$ cat src/rtl/sv_pkg.sv
// Shared types and sizing helpers for the serial receive path.
package sv_pkg;

    typedef enum logic [2:0] {IDLE, START, DATA, STOP, BREAK} uart_rx_state_t;

    localparam int DEF_CLKS_PER_BIT = 16;
    localparam int DEF_DATA_BITS    = 8;

    function automatic int cnt_width(input int n);
        return (n > 1) ? $clog2(n) : 1;
    endfunction

endpackage

$ cat src/rtl/sync_2ff.sv
// Two-flop synchronizer for a single asynchronous input, with a selectable reset value.
module sync_2ff #(
    parameter logic RESET_VAL = 1'b1
) (
    input  logic clk,
    input  logic rst,
    input  logic d,
    output logic q
);

    logic meta;

    always_ff @(posedge clk) begin
        if (rst) begin
            meta <= RESET_VAL;
            q    <= RESET_VAL;
        end else begin
            meta <= d;
            q    <= meta;
        end
    end

endmodule

$ cat src/rtl/uart_rx.sv
// 8N1-style serial receiver: mid-bit sampling with a fixed divider and a
// single-entry valid/ready output register with frame-error and overrun pulses.
//
// state | meaning
// IDLE  | line idle, waiting for a low level on the synchronized input
// START | counting to the start-bit midpoint to reject glitches
// DATA  | sampling data bits one full bit period apart, LSB first
// STOP  | sampling the stop bit; high completes the word
// BREAK | stop bit was low; wait for the line to return high
module uart_rx import sv_pkg::*; #(
    parameter int CLKS_PER_BIT = DEF_CLKS_PER_BIT,
    parameter int DATA_BITS    = DEF_DATA_BITS
) (
    input  logic                 clk,
    input  logic                 rst,
    input  logic                 rx_i,
    output logic [DATA_BITS-1:0] data_o,
    output logic                 valid_o,
    input  logic                 ready_i,
    output logic                 frame_err_o,
    output logic                 overrun_o
);

    localparam int CW = cnt_width(CLKS_PER_BIT);
    localparam int IW = cnt_width(DATA_BITS + 1);

    localparam logic [CW-1:0] CNT_HALF = CW'(CLKS_PER_BIT / 2 - 1);
    localparam logic [CW-1:0] CNT_FULL = CW'(CLKS_PER_BIT - 1);
    localparam logic [IW-1:0] IDX_LAST = IW'(DATA_BITS - 1);

    logic                 rx_s;
    uart_rx_state_t       state;
    logic [CW-1:0]        cnt;
    logic [IW-1:0]        idx;
    logic [DATA_BITS-1:0] shreg;
    logic                 word_done;
    logic                 frame_err_q;

    sync_2ff #(.RESET_VAL(1'b1)) u_sync_rx (
        .clk (clk),
        .rst (rst),
        .d   (rx_i),
        .q   (rx_s)
    );

    always_ff @(posedge clk) begin
        if (rst) begin
            state       <= IDLE;
            cnt         <= '0;
            idx         <= '0;
            shreg       <= '0;
            word_done   <= 1'b0;
            frame_err_q <= 1'b0;
        end else begin
            word_done   <= 1'b0;
            frame_err_q <= 1'b0;
            case (state)
                IDLE: begin
                    cnt <= '0;
                    idx <= '0;
                    if (!rx_s) state <= START;
                end
                START: begin
                    if (cnt == CNT_HALF) begin
                        cnt   <= '0;
                        state <= rx_s ? IDLE : DATA;
                    end else begin
                        cnt <= cnt + CW'(1);
                    end
                end
                DATA: begin
                    if (cnt == CNT_FULL) begin
                        cnt   <= '0;
                        // shift in at the top so the first (LSB) bit ends at bit 0
                        shreg <= DATA_BITS'({rx_s, shreg} >> 1);
                        idx   <= idx + IW'(1);
                        if (idx == IDX_LAST) state <= STOP;
                    end else begin
                        cnt <= cnt + CW'(1);
                    end
                end
                STOP: begin
                    if (cnt == CNT_FULL) begin
                        cnt <= '0;
                        if (rx_s) begin
                            word_done <= 1'b1;
                            state     <= IDLE;
                        end else begin
                            frame_err_q <= 1'b1;
                            state       <= BREAK;
                        end
                    end else begin
                        cnt <= cnt + CW'(1);
                    end
                end
                BREAK: begin
                    cnt <= '0;
                    if (rx_s) state <= IDLE;
                end
                default: state <= IDLE;
            endcase
        end
    end

    // shreg is untouched for at least half a bit after word_done, so it is safe to load here
    always_ff @(posedge clk) begin
        if (rst) begin
            data_o      <= '0;
            valid_o     <= 1'b0;
            frame_err_o <= 1'b0;
            overrun_o   <= 1'b0;
        end else begin
            frame_err_o <= frame_err_q;
            overrun_o   <= 1'b0;
            if (word_done) begin
                if (!valid_o || ready_i) begin
                    data_o  <= shreg;
                    valid_o <= 1'b1;
                end else begin
                    overrun_o <= 1'b1;
                end
            end else if (ready_i) begin
                valid_o <= 1'b0;
            end
        end
    end

endmodule

$ cat config.mk
export PLATFORM = sky130hd
export DESIGN_NAME = uart_rx
export DESIGN_NICKNAME = d
export VERILOG_FILES = /design/src/rtl/sv_pkg.sv /design/src/rtl/sync_2ff.sv /design/src/rtl/uart_rx.sv
export SDC_FILE = /design/constraint.sdc
export NUM_CORES = 1
export LEC_CHECK = 0
export CAP_MARGIN = 30
export CORE_MARGIN = 5
export CORE_UTILIZATION = 54
export DETAILED_ROUTE_END_ITERATION = 7
export HOLD_SLACK_MARGIN = 0.03
export PLACE_DENSITY = 0.87
export SLEW_MARGIN = 5
export SYNTH_ARGS = -nofsm -noshare
export SYNTH_HDL_FRONTEND = slang
export SYNTH_SLANG_ARGS = --single-unit
$ cat constraint.sdc
create_clock -name clk -period 2.4 [get_ports clk]
set_clock_uncertainty 0.05 [all_clocks]
set_input_delay 0.24 -clock clk [delete_from_list [all_inputs] [get_ports clk]]
set_output_delay 0.24 -clock clk [all_outputs]
set_load 0.01 [all_outputs]
# Yosys cells after proc, flatten, opt, wreduce, memory -nomap -nowiden

Index checks and enable logic that the tools add are counted.

Add/sub/neg operators: 2
Eq/ne operators: 14
Reduce and logical (&&, ||, !) cells: 15
Bitwise gates (word level): 3
Muxes and demuxes: 20

Operators by type and width:

| kind                                                                    | number |
|---|---|
| 3-bit two-way mux                                                       | 7 |
| 3-bit one-hot mux with 5 select lines                                   | 1 |
| 4-bit two-way mux                                                       | 3 |
| 4-bit one-hot mux with 3 select lines                                   | 1 |
| 2-bit inequality test, second input constant                            | 5 |
| 4-bit by 1-bit adder with 4-bit output, second input constant           | 2 |
| 4-bit by 3-bit equality test with 1-bit output, second input constant   | 2 |
| 4-bit one-hot mux with 2 select lines                                   | 1 |
| 2-bit AND reduction                                                     | 4 |
| 3-bit by 2-bit equality test with 1-bit output, second input constant   | 2 |
| 1-bit two-way mux                                                       | 6 |
| 6-bit AND reduction                                                     | 1 |
| 2-bit OR reduction                                                      | 3 |
| 4-bit equality test, second input constant                              | 1 |
| 2-bit by 1-bit inequality test with 1-bit output, second input constant | 2 |
| 2-bit nonzero test                                                      | 2 |
| 3-bit by 1-bit equality test with 1-bit output, second input constant   | 1 |
| 3-bit equality test, second input constant                              | 1 |
| 3-bit logical NOT                                                       | 1 |
| 1-bit inverter                                                          | 3 |
| 3-bit nonzero test                                                      | 1 |
| 3-bit OR reduction                                                      | 1 |
| 2-bit two-way mux                                                       | 1 |
| 1-bit logical NOT                                                       | 1 |
| 1-bit logical OR                                                        | 1 |

Input port bits: 4
Logic and storage cells: 66
Output and inout bits: 11
Register bits after elaboration: 34

# Logic depth before layout (Yosys ltp)

Gate-level depths: netlist of the first run.

Depth after elaboration: 4
Depth in mapped cells: 6
Gate-level depth less buffers: 5

# Hierarchy

A second synthesis of the first run with hierarchy kept.

Cell total of the unflattened synthesis: 146
Area, all modules: 1412.6 um^2

By module, submodules not included:

| module   | instances | area each (um^2) | sequential area each (um^2) | cells an instance |
|---|---|---|---|---|
| uart_rx  | 1         | 1360.1           | 640.6                       | 142 |
| sync_2ff | 1         | 52.6             | 40.0                        | 4 |

# Worst setup path before layout of the first run

Ideal clock, no wire load.

Kind: reg-to-reg
Start point: register cnt[0]
End point: register idx[3]
Path slack: 638 ps
Cell stages (with the launch flop): 7
Data required time: 2276 ps
Setup time: 74 ps
Clock period less this slack: 1762 ps
Path buffers: 1
Arrival: 1638 ps
Path through: dfxtp_1 > ha_1 > nand3_2 > or3_1 > buf_6 > or3_1 > a31oi_1

Cells in the longest elaborated chain, start to end: 3

RTL lines:

| what                            | RTL line      | source |
|---|---|---|
| start: declaration              | uart_rx.sv:33 | `logic [CW-1:0] cnt;` |
| start signal: assignment        | uart_rx.sv:68 | `cnt <= cnt + CW'(1);` |
| start signal: assignment        | uart_rx.sv:79 | `cnt <= cnt + CW'(1);` |
| start signal: assignment        | uart_rx.sv:93 | `cnt <= cnt + CW'(1);` |
| 4-bit equality test             | uart_rx.sv:72 | `if (cnt == CNT_FULL) begin` |
| 2-bit inequality test (no line) | --            |  |
| 2-bit AND reduction (no line)   | --            |  |
| end signal: assignment          | uart_rx.sv:76 | `idx <= idx + IW'(1);` |
| end: declaration                | uart_rx.sv:34 | `logic [IW-1:0] idx;` |

Every way passes these cells.
A chain may end at the register's enable or synchronous reset.

# Final worst setup path of the first run

Ends and elaborated chain as after synthesis.

==> results of run 1 <==
-- final cells by class --
class	instances	area share, %
sequential	34	43.3
multi-input combinational	100	39.2
timing repair buffer	16	9.87
clock buffer	6	3.26
tap	30	2.39
inverter	5	1.19
clock inverter	2	0.796
-- cells in the final DEF, fill, tap and decap left out, drive strengths merged, types with 4 or more instances in the layout --
master / Yosys / layout
dfxtp: 34 / 34
nor2: 20 / 20
clkdlybuf4s50: 0 / 14
clkbuf: 4 / 6
nand2: 19 / 19
nand3b: 4 / 4
a21oi: 10 / 10
mux2i: 10 / 10
inv: 5 / 5
-- through the flow --
stage / cells / hold slack (ns) / util, % / power [uW]
after floorplan: 146 / 0.269 / - / 692
after global placement: 185 / 0.349 / 62.0 / 708
after detailed placement: 185 / 0.350 / 62.0 / 715
after CTS: 193 / 0.377 / 64.6 / 1040
after global routing: 193 / 0.393 / 64.6 / 1080
final: 193 / 0.371 / 64.6 / 1030
-- power by group through the flow --
stage / logic [uW] / registers [uW] / clock network [uW]
floorplan: 94.2 / 597 / 0
global route: 110 / 607 / 360
global placement: 93.8 / 614 / 0
finish: 98.4 / 604 / 330
detailed placement: 98.4 / 616 / 0
CTS: 98.4 / 603 / 341
-- registers in the layout, indices dropped and copies added (netlist names) --
register        flops
cnt                 4
data_o              8
frame_err_o         1
frame_err_q         1
idx                 4
overrun_o           1
shreg               8
state               3
u_sync_rx.meta      1
u_sync_rx.q         1
valid_o             1
word_done           1
-- path summary, 6_finish.rpt --
check | from | to | slack, ns
setup / recovery | cnt[0] | idx[3] | 0.49
hold reg to reg | u_sync_rx.meta | u_sync_rx.q | 0.37
setup reg to reg | cnt[0] | idx[3] | 0.49
hold / removal | u_sync_rx.meta | u_sync_rx.q | 0.37
-- worst register-to-register path, delay by kind of cell, from the launching register on --
| kind | cells | cell delay, ns |
|---|---|---|
| fa+ha+maj | 1 | 0.23 |
| flops | 1 | 0.38 |
| compound gates | 1 | 0.15 |
| simple gates | 3 | 1.04 |
-- metal layers --
metal	vias up	wire, um	GRT usage, %
met3	9	100	5.18
met5	-	0	0
li1	527	-	-
met2	16	1180	24.2
met4	0	65	9.81
met1	486	1060	18.0
-- cell families after synthesis --
group | after synthesis | share of synthesized area, %
and+or+nand+nor | 62 | 22.9
DFF | 34 | 50.4
muxes | 11 | 8.25
buffers and inverters | 12 | 3.98
adders and majority gates | 2 | 1.85
AOI/OAI and AO/OA | 21 | 10.0
xor gates and xnor gates | 4 | 2.60
==> impl_metrics.tcl, run 1 <==
set metrics [dict create \
    run_status "completed" \
    clock_sinks 34 \
    drc 0 \
    fin_crit_sh_pct 79.6 \
    vias 1038 \
    max_cap_viol_count 0 \
    path_class "reg2reg" \
    path_depth 5 \
    combPwrFrac_pct 9.5 \
    synth_nets 152 \
    switching_share_pct 25.7 \
    io_buffers 14 \
    tns_ns 0 \
    grt_pass1_wl_mm 4.14 \
    drt-initial-drc-count 25 \
    grt_util_all_layers_pct 15.5 \
    dp_slack_ns 0.498 \
    clk_pin_slew_ns 0.10 \
    placed_area_um2 1510 \
    grt_overflow_total 0 \
    clockPowerShare_pct 32.0 \
    num-fill-cells 200 \
    cpPeakStageDelay_ns 0.51 \
    antenna_found_initial 0 \
    drive_above_1_share_pct 11.0 \
    die_area_um2 3600 \
    fp.dieH_um 60 \
    min_delay_path_depth 1 \
    fmax_ghz 0.524 \
    yosys.area.top_type "dfxtp_1" \
    hpwl_mm 1.72 \
    p_seq_share_pct 58.5 \
    critPathMostFrequentCell "or3_1" \
    cts_tree "done" \
    seqCellArea_um2 681 \
    row_count 18 \
    report.final.setup_viol 0 \
    reg2reg_depth 5 \
    critPathLaunchType "register" \
    ant_nets 0 \
    hold_buffers 0 \
    first_global_vias 996 \
    slew_headroom_pct 63.2 \
    async_reset_ff_share_pct 0 \
    ir_drop_mv 0.424 \
    p_per_area_nw_per_um2 657 \
    antenna_cells 0 \
    ios 15 \
    intPower_uw 767 \
    grt_max_degree 18 \
    path_cells "ha_1, nand3_2, or3_1, or3_1, a31oi_1" \
    synth-edff-count 0 \
    cp_top_family "simple AND/OR/NAND/NOR gates" \
    crit_fanout 9 \
    ys_warn_count 0 \
    synth_common_cells "dfxtp_1 (34), nor2_1 (20), nand2_1 (19)" \
    place.gp.congestion 0.838 \
    core_region_area_um2 2430 \
    crit_arrival_ns 2.13 \
    hold_viol_final 0 \
    final_area_um2 1570 \
    critPathCaptureType "register" \
    htree_levels 2 \
    worst_slew_pin_slew_ns 0.551 \
    drt_pass1_iterations 4 \
    multi_input_area_um2 616 \
    postCtsSetupBuffers 0 \
    synth_top_area_share_pct 50.4 \
    nNetsFinal 168 \
    synthDistinctLibCells 36 \
    viasPerCell 5.38 \
    start_util_pct 55.5 \
    postSynthCellCount 146 \
    slew_viol_final 0 \
    cts_resized 0 \
    ys_ff_latch 34 \
    fin_ws_ns 0.491 \
    critPathBufInv 0 \
    clockBufferDepth 2 \
    min_period_ns 1.91 \
    leakage_uw 0.000610 \
    synthTopCellsByArea "dfxtp_1 (50%), mux2i_1 (7.4%), nor2_1 (5.6%)" \
    root_buffer "clkbuf_4" \
    yosysSeqAreaShare_pct 50.4 \
    synth-main-ff-cell "dfxtp_1" \
    die_w_um 60 \
    syn_area_um2 1350 \
    area_delta_synth_final_pct 16.4 \
    hold_path_class "reg2reg" \
    slowest_stage "or3_1" \
    required_ns 2.62 \
    wl_per_cell_um 12.5 \
    rsz0062_at_grt "no" \
    p_switching_uw 266 \
    numCtsBuffers 5 \
    synth_most_common_cell "dfxtp_1" \
    insertion_delay_ns 0.34 \
    wirelength_mm 2.41 \
    synth.avg_cell_area_um2 9.25 \
]
Note: power is estimated with default switching activity, not from simulation.
==> inputs of run 2 (changes only) <==
==> constraint.sdc (replaced) <==
create_clock -name clk -period 1.92 [get_ports clk]
set_clock_uncertainty 0.05 [all_clocks]
set_input_delay 0.192 -clock clk [delete_from_list [all_inputs] [get_ports clk]]
set_output_delay 0.192 -clock clk [all_outputs]
set_load 0.01 [all_outputs]
==> run 2 against run 1 <==
- first-iteration DRC count up 110%
- clock power increased by 23%
- total power grew 25%
- flip-flop and latch count is the same
- final cell count increased by 1.6%
- worst setup slack got worse by 0.36 ns
- count of clock-buffer cells in the layout stayed put
- sequential power rose by 25%
- combinational power rose by 33%
- global-route usage up 0.52 points
- maximum frequency rose by 6.5%
- critical path type unchanged
- largest cell class unchanged
==> impl_metrics.tcl, run 2 (synthesis results as in run 1) <==
set metrics [dict create \
    run_status "completed" \
    report.final.setup_viol 0 \
    antenna_cells 0 \
    crit_fanout 6 \
    drc 0 \
    fp.dieH_um 60 \
    root_buffer "clkbuf_4" \
    start_util_pct 55.5 \
    max_cap_viol_count 0 \
    grt_util_all_layers_pct 16.0 \
    postCtsSetupBuffers 0 \
    insertion_delay_ns 0.32 \
    ios 15 \
    slew_viol_final 0 \
    grt_overflow_total 0 \
    crit_arrival_ns 2.00 \
    layout_common_cells "dfxtp_1 (34), nor2_1 (20), nand2_1 (19), clkdlybuf4s50_1 (14)" \
    hold_viol_final 0 \
    slew_headroom_pct 68.4 \
    critPathLaunchType "register" \
    clockBufferDepth 2 \
    critPathMostFrequentCell "or3_1" \
    fin_ws_ns 0.128 \
    wirelength_mm 2.39 \
    drt-initial-drc-count 53 \
    min_period_ns 1.79 \
    path_class "reg2reg" \
    ir_drop_mv 0.512 \
    slowest_stage "or3_1" \
    drive_above_1_share_pct 13.3 \
    fmax_ghz 0.558 \
    cts_tree "done" \
    holdWs_ns 0.376 \
    place.gp.congestion 0.806 \
    row_count 18 \
    clock_sinks 34 \
    layout.cells.most_common "dfxtp_1" \
    final_cells 196 \
    grt_max_degree 15 \
    dp_slack_ns 0.124 \
    final_area_um2 1600 \
    leakage_uw 0.000628 \
    hold_path_class "in2reg" \
    viasPerCell 5.45 \
    cpPeakStageDelay_ns 0.40 \
    grt_pass1_wl_mm 4.26 \
    placed_area_um2 1530 \
    critPathCaptureType "register" \
    clk_pin_slew_ns 0.10 \
    die_w_um 60 \
    area_delta_synth_final_pct 18.5 \
    top_regs "data_o x8, shreg x8" \
    num-fill-cells 193 \
    vias 1068 \
    ant_nets 0 \
    io_buffers 14 \
    placedCellCount 188 \
    nNetsFinal 171 \
    path_cells "ha_1, nand3_2, or3_1, or3_1, a31oi_1" \
    rsz0062_at_grt "no" \
    tns_ns 0 \
    hold_buffers 0 \
    htree_levels 2 \
    worst_slew_pin_slew_ns 0.469 \
    p_per_area_nw_per_um2 808 \
    first_global_vias 1024 \
    required_ns 2.13 \
    antenna_found_initial 0 \
    hpwl_mm 1.70 \
    wl_per_cell_um 12.2 \
    drt_pass1_iterations 4 \
    die_area_um2 3600 \
    fin_crit_sh_pct 93.3 \
    numCtsBuffers 5 \
    core_region_area_um2 2430 \
]
run 2: per-stage QoR:
step	util [%]	total power, uW
2_1_floorplan	-	864
3_3_place_gp	62.9	884
3_5_place_dp	62.9	894
4_1_cts	65.5	1310
5_1_grt	65.8	1370
6_report	65.8	1290
run 2: final cells by class:
| type | count | area, um2 | area share [%] |
|---|---|---|---|
| Clock inverter | 2 | 12.5 | 0.782 |
| Inverter | 5 | 18.8 | 1.17 |
| Timing Repair Buffer | 19 | 178 | 11.1 |
| Tap cell | 30 | 37.5 | 2.35 |
| Clock buffer | 6 | 51.3 | 3.21 |
| Multi-Input combinational cell | 100 | 622 | 38.9 |
| Sequential cell | 34 | 681 | 42.5 |
run 2: report_power, final:
group	internal (uW)	leakage (uW)	switching [uW]	total, uW
logic	63.4	0.000319	67.2	131
clock network	176	0.0000343	230	406
registers	723	0.000274	33.1	756
run 2: per-layer routing:
metal	part of all wire, %	GRT usage, %
met1	45	18.8
met2	49	25.6
met3	4.3	5.18
met4	1.8	8.54
met5	0	0
run 2: what timing repair did:
item,4_1_cts,5_1_grt
hold endpoints to repair,0,0
gates resized for setup,0,1
setup endpoints to repair,0,1
run 2: final timing paths:
check | startpoint | cells after the start | slack, ns | to
setup reg to reg | cnt[0] | 5 | 0.13 | idx[3]
setup / recovery | cnt[0] | 5 | 0.13 | idx[3]
hold reg to reg | u_sync_rx.meta | 1 | 0.38 | u_sync_rx.q
hold / removal | rx_i | 2 | 0.38 | u_sync_rx.meta
run 2: critical path: cells and delay by family (launching register included):
family | cells | cell delay (ns)
AND/OR/NAND/NOR | 3 | 0.91
adder cells (fa/ha/maj) | 1 | 0.22
AO/OA/AOI/OAI | 1 | 0.16
flip-flops | 1 | 0.38
==> inputs of run 3 (changes only) <==
--- a/config.mk
+++ b/config.mk
@@ -8,6 +8,7 @@
 export CAP_MARGIN = 30
 export CORE_MARGIN = 5
 export CORE_UTILIZATION = 54
+export CTS_CLUSTER_DIAMETER = 120
 export DETAILED_ROUTE_END_ITERATION = 7
 export HOLD_SLACK_MARGIN = 0.03
 export PLACE_DENSITY = 0.87
==> results of run 3 <==
Same layout as run 2: the final DEF is identical, and so are final timing and power.
